`config.mk`:
```
export PLATFORM = sky130hd
export DESIGN_NAME = mem_arbiter
export DESIGN_NICKNAME = d
export VERILOG_FILES = /design/src/rtl/mem_arb_pkg.sv /design/src/rtl/mem_arbiter.sv
export SDC_FILE = /design/constraint.sdc
export NUM_CORES = 1
export LEC_CHECK = 0
export BUFFER_PORTS_ARGS = -buffer_cell sky130_fd_sc_hd__buf_2
export CORE_AREA = 2 2 59 61
export CTS_BUF_LIST = sky130_fd_sc_hd__clkbuf_4
export CTS_CLUSTER_SIZE = 30
export DETAILED_ROUTE_END_ITERATION = 6
export DIE_AREA = 0 0 61 63
export PLACE_DENSITY = 0.9
export SLEW_MARGIN = 40
export SYNTH_ARGS = -nofsm -noshare
export SYNTH_HDL_FRONTEND = slang
export SYNTH_SLANG_ARGS = --single-unit
```
`constraint.sdc`:
```
create_clock -name clk -period 2.3 [get_ports clk]
set_input_delay 0.46 -clock clk [delete_from_list [all_inputs] [get_ports clk]]
set_output_delay 0.46 -clock clk [all_outputs]
set_load 0.01 [all_outputs]
```
`src/rtl/mem_arb_pkg.sv`:
```
// Shared types and constants for the two-master memory bus arbiter.
package mem_arb_pkg;

  typedef enum logic [1:0] {
    IDLE  = 2'd0,
    GNT_D = 2'd1,
    GNT_I = 2'd2
  } grant_t;

  localparam logic [1:0] INSTR_BYTESEL = 2'b11;

endpackage

```
`src/rtl/mem_arbiter.sv`:
```
// Two-master (data, instruction) to one-slave bus arbiter, one transaction per grant.
// Optional MEM_ARB_FAIR_EN: alternate grants so a continuously requesting data master cannot starve fetches.
module mem_arbiter
  import mem_arb_pkg::*;
#(
  parameter int ADDR_W = 19,
  parameter int DATA_W = 16
) (
  input  logic              clk,
  input  logic              reset,
  input  logic [ADDR_W:1]   d_m_addr,
  input  logic [DATA_W-1:0] d_m_data_out,
  output logic [DATA_W-1:0] d_m_data_in,
  input  logic              d_m_access,
  output logic              d_m_ack,
  input  logic              d_m_wr_en,
  input  logic [1:0]        d_m_bytesel,
  input  logic [ADDR_W:1]   i_m_addr,
  output logic [DATA_W-1:0] i_m_data_in,
  input  logic              i_m_access,
  output logic              i_m_ack,
  output logic [ADDR_W:1]   q_m_addr,
  output logic [DATA_W-1:0] q_m_data_out,
  input  logic [DATA_W-1:0] q_m_data_in,
  output logic              q_m_access,
  input  logic              q_m_ack,
  output logic              q_m_wr_en,
  output logic [1:0]        q_m_bytesel
);

  grant_t grant;
  logic   prefer_i;

`ifdef MEM_ARB_FAIR_EN
  logic last_was_d;
  logic d_pair;

  // The second half of an unaligned pair is never deferred behind a fetch.
  assign prefer_i = last_was_d & ~d_pair;
`else
  assign prefer_i = 1'b0;
`endif

  always_ff @(posedge clk) begin
    if (!reset) begin
      grant <= IDLE;
`ifdef MEM_ARB_FAIR_EN
      last_was_d <= 1'b0;
      d_pair     <= 1'b0;
`endif
    end else begin
      case (grant)
        IDLE: begin
          if (d_m_access && i_m_access)
            grant <= prefer_i ? GNT_I : GNT_D;
          else if (d_m_access)
            grant <= GNT_D;
          else if (i_m_access)
            grant <= GNT_I;
        end
        GNT_D, GNT_I: begin
          if (q_m_ack)
            grant <= IDLE;
        end
        default: grant <= IDLE;
      endcase
`ifdef MEM_ARB_FAIR_EN
      if (q_m_ack && grant == GNT_D) begin
        last_was_d <= 1'b1;
        d_pair     <= ~d_pair & d_m_access;
      end else if (q_m_ack && grant == GNT_I) begin
        last_was_d <= 1'b0;
      end
`endif
    end
  end

  always_comb begin
    q_m_addr     = '0;
    q_m_data_out = '0;
    q_m_wr_en    = 1'b0;
    q_m_bytesel  = '0;
    case (grant)
      GNT_D: begin
        q_m_addr     = d_m_addr;
        q_m_data_out = d_m_data_out;
        q_m_wr_en    = d_m_wr_en;
        q_m_bytesel  = d_m_bytesel;
      end
      GNT_I: begin
        q_m_addr    = i_m_addr;
        q_m_bytesel = INSTR_BYTESEL;
      end
      default: ;
    endcase
  end

  // Once granted the request is held regardless of the master, so a started transaction completes.
  assign q_m_access  = (grant != IDLE) && !q_m_ack;
  assign d_m_ack     = q_m_ack && (grant == GNT_D);
  assign i_m_ack     = q_m_ack && (grant == GNT_I);
  assign d_m_data_in = q_m_data_in;
  assign i_m_data_in = q_m_data_in;

endmodule

```
==> results.json, run 1 <==
{
  "clockRootBuffer": "clkbuf_4",
  "grt_max_degree": 25,
  "top_layer": "met4",
  "fmax_ghz": 0.479,
  "design_area_sq_um": 1160,
  "slew_viol_final": 0,
  "post-cts-setup-buffer-count": 0,
  "grt_antenna_before_repair": 0,
  "syn_inst": 120,
  "die_w_um": 61,
  "yosys.area.top_type": "buf_4",
  "timing.final.crit_period_ps": 2090,
  "tightest_slew_ps": 531,
  "io_buffers": 102,
  "intPower_mw": 0.252,
  "diodes": 0,
  "max-slew-margin-rel": 0.646,
  "cp_max_fo": 23,
  "ios": 151,
  "wirelength_um": 2420,
  "cp.required_ps": 1840,
  "die_area_sq_um": 3840,
  "seq_power_share": 0.101,
  "ir_drop_mv": 0.330,
  "cts.clk_slew.worst_paths_ps": 30,
  "synth_top_area_frac": 0.298,
  "multiInputGateArea_sq_um": 504,
  "initialDrtViolationCount": 25,
  "met2WireLength_um": 1190,
  "period_share": 0.907,
  "synth_edf_count": 0,
  "synth_top_flop_cell": "dfxtp_1",
  "start_kind": "flip-flop",
  "clkSinkCount": 2,
  "dpl_cell_area_sq_um": 1140,
  "numCtsBuffers": 3,
  "cts_buffer_depth": 2,
  "synthMostInstantiatedCell": "buf_4",
  "clkPwrFrac": 0.182,
  "ant_nets": 0,
  "yosys_warnings": 0,
  "floorplan.initialDensity": 0.265,
  "vias": 991,
  "worstSetupPathType": "reg2out",
  "syn_avg_cell_area_sq_um": 7.14,
  "endpoint_kind": "output port",
  "layoutNonFillerInstCount": 233,
  "cap_violations": 0,
  "cp.arrival_ps": 1630,
  "synth_area_leaders": "buf_4 30%, nor2b_1 17%, a22oi_1 16%, and2_1 14%, dfxtp_1 4.7%",
  "grt_pass1_vias": 834,
  "tritoncts": "done",
  "gp_congestion": 0.692,
  "viasPerCell": 4.25,
  "seq_area_frac_synth": 0.0467,
  "p_leak_nw": 0.654,
  "route.detailed.wl_per_inst_um": 10.4,
  "synth-async-reset-ratio": 0,
  "status": "finished, final reports clean",
  "area_delta_synth_final_pct": 35.5,
  "cts_resized": 1,
  "fp-row-count": 21,
  "n_fill_cell": 358,
  "ys_ff_latch": 2,
  "p_comb_frac": 0.717,
  "ctsHoldBuffers": 0,
  "grt_first_pass_wirelength_um": 3450,
  "dp_cells": 230,
  "drt_first_pass_iters": 4,
  "met3WireLength_um": 278,
  "hold_viol": 0,
  "rsz0062_at_grt": "false",
  "syn-cell-area_sq_um": 857,
  "nets": 270,
  "die_h_um": 63,
  "finalClockSkew_ps": 4.27,
  "synth_common_cells": "34 x buf_4, 23 x nor2b_1, 19 x and2_1, 18 x a22oi_1, 4 x a21oi_1",
  "hp-class": "reg2reg",
  "largest-register": "grant",
  "drt-met1-wl_um": 912,
  "postSynthNetCount": 201,
  "synth.distinct_cells": 16,
  "grt_remaining_overflow": 0,
  "htreeDepth": 1,
  "finalSetupViolCount": 0,
  "register_area_sq_um": 40.0,
  "dp_hpwl_um": 1980,
  "power_density_nw_per_um2": 366,
  "clkLatencyLatePin_ps": 220,
  "drc": 0,
  "holdWs_ps": 475,
  "largest_reg_flops": 2,
  "core_area_sq_um": 3230,
  "tns_ps": 0,
  "drive_above_1_share": 0.583,
  "grt_usage": 0.111,
  "p_sw_mw": 0.173,
  "sw_frac_of_total": 0.407,
  "reg.largest.list": "grant x2"
}
stage by stage:
step / util / setup WS [ps] / power [mW]
after global placement: 0.352 / 336 / 0.346
after CTS: 0.359 / 162 / 0.436
after detailed placement: 0.352 / 270 / 0.352
after floorplan: - / 775 / 0.298
final: 0.359 / 214 / 0.424
after global routing: 0.359 / 49.0 / 0.469
worst max-delay path, stage by stage, from the launching register on:
cell and delay, ps:
dfxtp_1 350, inv_1 70, ha_1 620, nor2b_1 210, buf_2 140
final cells by class:
type / instances / share of cell area
inverters: 3 / 0.00970
flip-flops and latches: 2 / 0.0345
multi-input cells: 75 / 0.434
well taps: 46 / 0.0496
clock buffers: 3 / 0.0194
repair buffers: 104 / 0.453
power by group through the flow:
stage / clock network [mW] / registers [mW] / logic [mW]
floorplan: 0 / 0.0423 / 0.256
global placement: 0 / 0.0428 / 0.303
detailed placement: 0 / 0.0433 / 0.308
CTS: 0.0824 / 0.0429 / 0.310
global route: 0.0844 / 0.0438 / 0.341
finish: 0.0773 / 0.0429 / 0.304
placed cells by master (no fill, tap or decap):
| cell type | count |
|---|---|
| buf_2 | 102 |
| nor2b_1 | 23 |
| and2_1 | 19 |
| a22oi_1 | 18 |
| a21oi_1 | 4 |
| inv_1 | 3 |
| clkbuf_4 | 3 |
| nor2_1 | 2 |
| o21ai_1 | 2 |
| ha_1 | 2 |
| dfxtp_1 | 2 |
| buf_4 | 2 |
| a22oi_2 | 1 |
| nand2_1 | 1 |
| nand2b_1 | 1 |
| nand4_1 | 1 |
| ha_2 | 1 |
worst paths after layout:
check	startpoint	endpoint	slack, ps	cells past startpoint
worst min-delay path	grant[0]	grant[0]	480	2
worst max register to register	grant[1]	grant[1]	730	5
worst max-delay path	grant[1]	q_m_addr[18]	210	4
worst min register to register	grant[0]	grant[0]	480	2
kinds of logic (layout without fill, tap and decap cells):
| logic type | after synthesis | in the layout | share of synthesized area |
|---|---|---|---|
| and+or+nand+nor | 47 | 47 | 0.334 |
| adders and majority gates | 3 | 3 | 0.0438 |
| AOI/OAI and AO/OA | 25 | 25 | 0.207 |
| buffers and inverters | 43 | 110 | 0.368 |
| DFF | 2 | 2 | 0.0467 |
metal layers:
metal	vias up	track usage
li1	500	-
met1	421	0.107
met2	58	0.215
met3	12	0.0311
met4	0	0.0299
met5	-	0
Power figures use the tool's default switching activity.
==> run 2: changes to the inputs <==
--- a/config.mk
+++ b/config.mk
@@ -6,12 +6,13 @@
 export NUM_CORES = 1
 export LEC_CHECK = 0
 export BUFFER_PORTS_ARGS = -buffer_cell sky130_fd_sc_hd__buf_2
-export CORE_AREA = 2 2 59 61
+export CORE_ASPECT_RATIO = 1.75
+export CORE_MARGIN = 2
+export CORE_UTILIZATION = 28
 export CTS_BUF_LIST = sky130_fd_sc_hd__clkbuf_4
 export CTS_CLUSTER_SIZE = 30
 export DETAILED_ROUTE_END_ITERATION = 6
-export DIE_AREA = 0 0 61 63
-export PLACE_DENSITY = 0.9
+export PLACE_DENSITY = 0.93
 export SLEW_MARGIN = 40
 export SYNTH_ARGS = -nofsm -noshare
 export SYNTH_HDL_FRONTEND = slang
==> constraint.sdc (replaced) <==
create_clock -name clk -period 2.12 [get_ports clk]
set_input_delay 0.424 -clock clk [delete_from_list [all_inputs] [get_ports clk]]
set_output_delay 0.424 -clock clk [all_outputs]
set_load 0.01 [all_outputs]
==> results.json, run 2 (synthesis results as in run 1) <==
{
  "drc": 0,
  "tritoncts": "done",
  "post-cts-setup-buffer-count": 0,
  "hold_viol": 0,
  "core_area_sq_um": 2930,
  "ir_drop_mv": 0.285,
  "numCtsBuffers": 3,
  "area_delta_synth_final_pct": 33.1,
  "layout_common_cells": "102 x buf_2, 23 x nor2b_1, 19 x and2_1",
  "finalClockSkew_ps": 1.06,
  "status": "finished, final reports clean",
  "io_buffers": 102,
  "period_share": 0.930,
  "largest_reg_flops": 2,
  "worstSetupPathType": "reg2out",
  "clkPwrFrac": 0.190,
  "mostFrequentLayoutCell": "buf_2",
  "route.detailed.wl_per_inst_um": 12.8,
  "die_w_um": 45.8,
  "p_leak_nw": 0.653,
  "multiInputGateArea_sq_um": 507,
  "diodes": 0,
  "largest-register": "grant",
  "die_h_um": 77.2,
  "endpoint_kind": "output port",
  "ios": 151,
  "reg.largest.list": "grant x2",
  "cp.required_ps": 1700,
  "p_comb_frac": 0.712,
  "clockRootBuffer": "clkbuf_4",
  "cts.clk_slew.worst_paths_ps": 30,
  "tightest_slew_ps": 419,
  "clkSinkCount": 2,
  "cp.arrival_ps": 1550,
  "dp_hpwl_um": 2260,
  "tns_ps": 0,
  "timing.final.crit_period_ps": 1970,
  "intPower_mw": 0.276,
  "grt_usage": 0.150,
  "worstPathCellList": "inv_1 > ha_2 > a22oi_1 > nor2b_1 > buf_2",
  "start_kind": "flip-flop",
  "finalSetupViolCount": 0,
  "grt_pass1_vias": 989,
  "drive_above_1_share": 0.588,
  "total_power_mw": 0.473,
  "vias": 1024,
  "initialDrtViolationCount": 4,
  "gp_congestion": 0.708,
  "grt_first_pass_wirelength_um": 4080,
  "viasPerCell": 4.76,
  "floorplan.initialDensity": 0.293,
  "fp-row-count": 26,
  "cts_buffer_depth": 2,
  "sw_frac_of_total": 0.417,
  "grt_antenna_before_repair": 0,
  "rsz0062_at_grt": "false",
  "nets": 270,
  "cap_violations": 0,
  "grt_remaining_overflow": 0,
  "power_density_nw_per_um2": 414,
  "n_fill_cell": 316,
  "p_sw_mw": 0.197,
  "ant_nets": 0,
  "hp-class": "in2reg",
  "max_stage_delay_ps": 460,
  "fmax_ghz": 0.507,
  "slew_viol_final": 0,
  "grt_max_degree": 24,
  "wirelength_um": 2750,
  "seq_power_share": 0.098,
  "drt_first_pass_iters": 3,
  "slowest_stage": "ha_2",
  "cp_max_fo": 22,
  "htreeDepth": 1,
  "register_area_sq_um": 40.0,
  "die_area_sq_um": 3540,
  "clkLatencyLatePin_ps": 230,
  "max-slew-margin-rel": 0.720
}
[run 2: path summary, 6_finish.rpt]
kind                       to        from  slack (ps)  depth (start not counted)
setup / recovery  q_m_addr[5]    grant[0]         150                          5
hold / removal       grant[1]  i_m_access         460                          3
setup reg to reg     grant[0]    grant[1]         650                          5
hold reg to reg      grant[0]    grant[0]         470                          2
[run 2: critical path: cells and delay by family (launching register included)]
kind	cells	cell delay, ps
adders and majority gates	1	460
DFF	1	310
buffers and inverters	2	230
AOI/OAI and AO/OA	1	180
and+or+nand+nor	1	130
[run 2: area by class of cell]
type,instances,share of cell area
clock buffers,3,0.0197
well taps,28,0.0307
multi-input cells,75,0.444
repair buffers,104,0.461
flip-flops and latches,2,0.0351
inverters,3,0.00987
[run 2: repair_timing]
item	4_1_cts	5_1_grt
hold buffers	0	0
endpoints found under the setup margin	20	21
resized for setup	1	1
pin swaps	0	0
[run 2: power groups by stage]
stage          logic, mW  registers (mW)  clock network [mW]
6_report           0.336          0.0463              0.0898
3_3_place_gp       0.326          0.0464                   0
3_5_place_dp       0.335          0.0467                   0
5_1_grt            0.374          0.0474              0.0950
2_1_floorplan      0.277          0.0459                   0
4_1_cts            0.338          0.0465              0.0894
[run 2: metrics by stage]
step | utilization | setup WS [ps] | hold slack (ps) | std cells | instance area, sq um
global route | 0.390 | 3.40 | 476 | 215 | 1140
detailed placement | 0.380 | 146 | 474 | 212 | 1110
global placement | 0.380 | 198 | 455 | 212 | 1110
CTS | 0.389 | 44.1 | 463 | 215 | 1140
finish | 0.390 | 149 | 461 | 215 | 1140
floorplan | - | 631 | 446 | 120 | 857
[run 2: metal layers]
layer	vias to the layer above	global-route usage	share of wire	wire [um]
li1	500	-	-	-
met1	450	0.127	0.31	841
met2	56	0.280	0.57	1560
met3	18	0.0306	0.086	236
met4	0	0.100	0.041	114
met5	-	0	0	0
==> run 3: changes to the inputs <==
--- a/config.mk
+++ b/config.mk
@@ -13,6 +13,7 @@
 export CTS_CLUSTER_SIZE = 30
 export DETAILED_ROUTE_END_ITERATION = 6
 export PLACE_DENSITY = 0.93
+export REMOVE_ABC_BUFFERS = 1
 export SLEW_MARGIN = 40
 export SYNTH_ARGS = -nofsm -noshare
 export SYNTH_HDL_FRONTEND = slang
==> results.json, run 3 (synthesis results as in run 1) <==
{
  "slowest_stage": "dfxtp_1",
  "reg.largest.list": "grant x2",
  "max_stage_delay_ps": 380,
  "cp.required_ps": 1700,
  "numCtsBuffers": 3,
  "register_area_sq_um": 40.0,
  "endpoint_kind": "output port",
  "mostFrequentLayoutCell": "buf_2",
  "diodes": 0,
  "status": "finished, final reports clean",
  "hold_viol": 0,
  "fmax_ghz": 0.506,
  "ios": 151,
  "cp_max_fo": 15,
  "route.detailed.wl_per_inst_um": 16.6,
  "crit_buf_inv": 3,
  "tritoncts": "done",
  "largest-register": "grant",
  "wirelength_um": 3590,
  "grt_antenna_before_repair": 0,
  "cp_top_family": "buffers and inverters",
  "grt_pass1_vias": 1039,
  "viasPerCell": 5.01,
  "grt_remaining_overflow": 0,
  "clkSinkCount": 2,
  "fin_ws_ps": 144,
  "grt_first_pass_wirelength_um": 4990,
  "hold_start": "i_m_access",
  "r2r_cells": 6,
  "r2r-start": "grant[1]",
  "design_area_sq_um": 1190,
  "dp_cells": 213,
  "cp.arrival_ps": 1550,
  "slew_viol_final": 0,
  "n_fill_cell": 331,
  "worstPathCellList": "inv_1 > ha_4 > buf_4 > a22oi_1 > nor2b_1 > buf_2",
  "min_delay_path_depth": 3,
  "dpl_cell_area_sq_um": 1120,
  "largest_reg_flops": 2,
  "grt_max_degree": 23,
  "die_h_um": 77.2,
  "ir_drop_mv": 0.352,
  "layout_common_cells": "102 x buf_2, 22 x nor2b_1, 19 x and2_1",
  "core_area_sq_um": 2930,
  "fp-row-count": 26,
  "die_w_um": 45.8,
  "ant_nets": 0,
  "rsz0062_at_grt": "false",
  "startpoint": "grant[1]",
  "area_delta_synth_final_pct": 38.5,
  "pre_cts_ws_ps": 130,
  "start_kind": "flip-flop",
  "dp_hpwl_um": 3050,
  "post-cts-setup-buffer-count": 0,
  "tns_ps": 0,
  "multiInputGateArea_sq_um": 542,
  "cap_violations": 0,
  "cp_num_cells": 6,
  "layoutNonFillerInstCount": 216,
  "floorplan.initialDensity": 0.293,
  "gp_congestion": 0.761,
  "tightest_slew_ps": 249,
  "io_buffers": 102,
  "timing.final.crit_period_ps": 1980,
  "finalSetupViolCount": 0,
  "vias": 1083,
  "drt_first_pass_iters": 2,
  "period_share": 0.932,
  "nets": 271,
  "cts_buffer_depth": 2,
  "holdWs_ps": 449,
  "hp-class": "in2reg",
  "initialDrtViolationCount": 17,
  "worstSetupPathType": "reg2out",
  "cts.clk_slew.worst_paths_ps": 30,
  "drc": 0,
  "max-slew-margin-rel": 0.834,
  "htreeDepth": 1,
  "drive_above_1_share": 0.601,
  "clkLatencyLatePin_ps": 230,
  "power_density_nw_per_um2": 422,
  "p_leak_nw": 0.664,
  "grt_usage": 0.194,
  "finalClockSkew_ps": 0.936,
  "die_area_sq_um": 3540,
  "clockRootBuffer": "clkbuf_4"
}
==> run 3: what timing repair did <==
item / in CTS / in global routing
hold buffers: 0 / 0
pin swaps: 0 / 0
gates resized for setup: 2 / 6
setup endpoints to repair: 19 / 1
hold endpoints to repair: 0 / 0
==> run 3: path summary, 6_finish.rpt <==
path	to	slack, ps
max	q_m_addr[10]	140
min	grant[1]	450
max reg2reg	grant[1]	720
min reg2reg	grant[0]	500
==> run 3: per-layer routing <==
metal / up-vias / track usage / share of wire
met1: 468 / 0.160 / 0.29
met5: - / 0.0727 / 0
met2: 109 / 0.356 / 0.51
met4: 0 / 0.0571 / 0.020
li1: 502 / - / -
met3: 4 / 0.108 / 0.18
==> run 3: where the power goes <==
part	total, mW	switching [mW]	leakage (nW)	internal [mW]
clock	0.0853	0.0229	0.0138	0.0625
combinational	0.367	0.175	0.634	0.192
sequential	0.0484	0.00570	0.0165	0.0427
total	0.501	0.204	0.664	0.297
==> run 3: tightest hold or removal path, stage by stage <==
cell and delay [ps]:
buf_2 90, a21oi_1 50, nor2_1 70
==> run 3: layout make-up <==
type	count	share of cell area
clock buffers	3	0.0190
inverters	3	0.00948
multi-input cells	75	0.456
flip-flops and latches	2	0.0337
well taps	28	0.0295
repair buffers	105	0.452
==> run 3: per-stage QoR <==
stage,utilization,total power [mW]
after detailed placement,0.383,0.390
after global placement,0.383,0.383
after floorplan,-,0.233
final,0.406,0.501
after CTS,0.392,0.483
after global routing,0.406,0.547
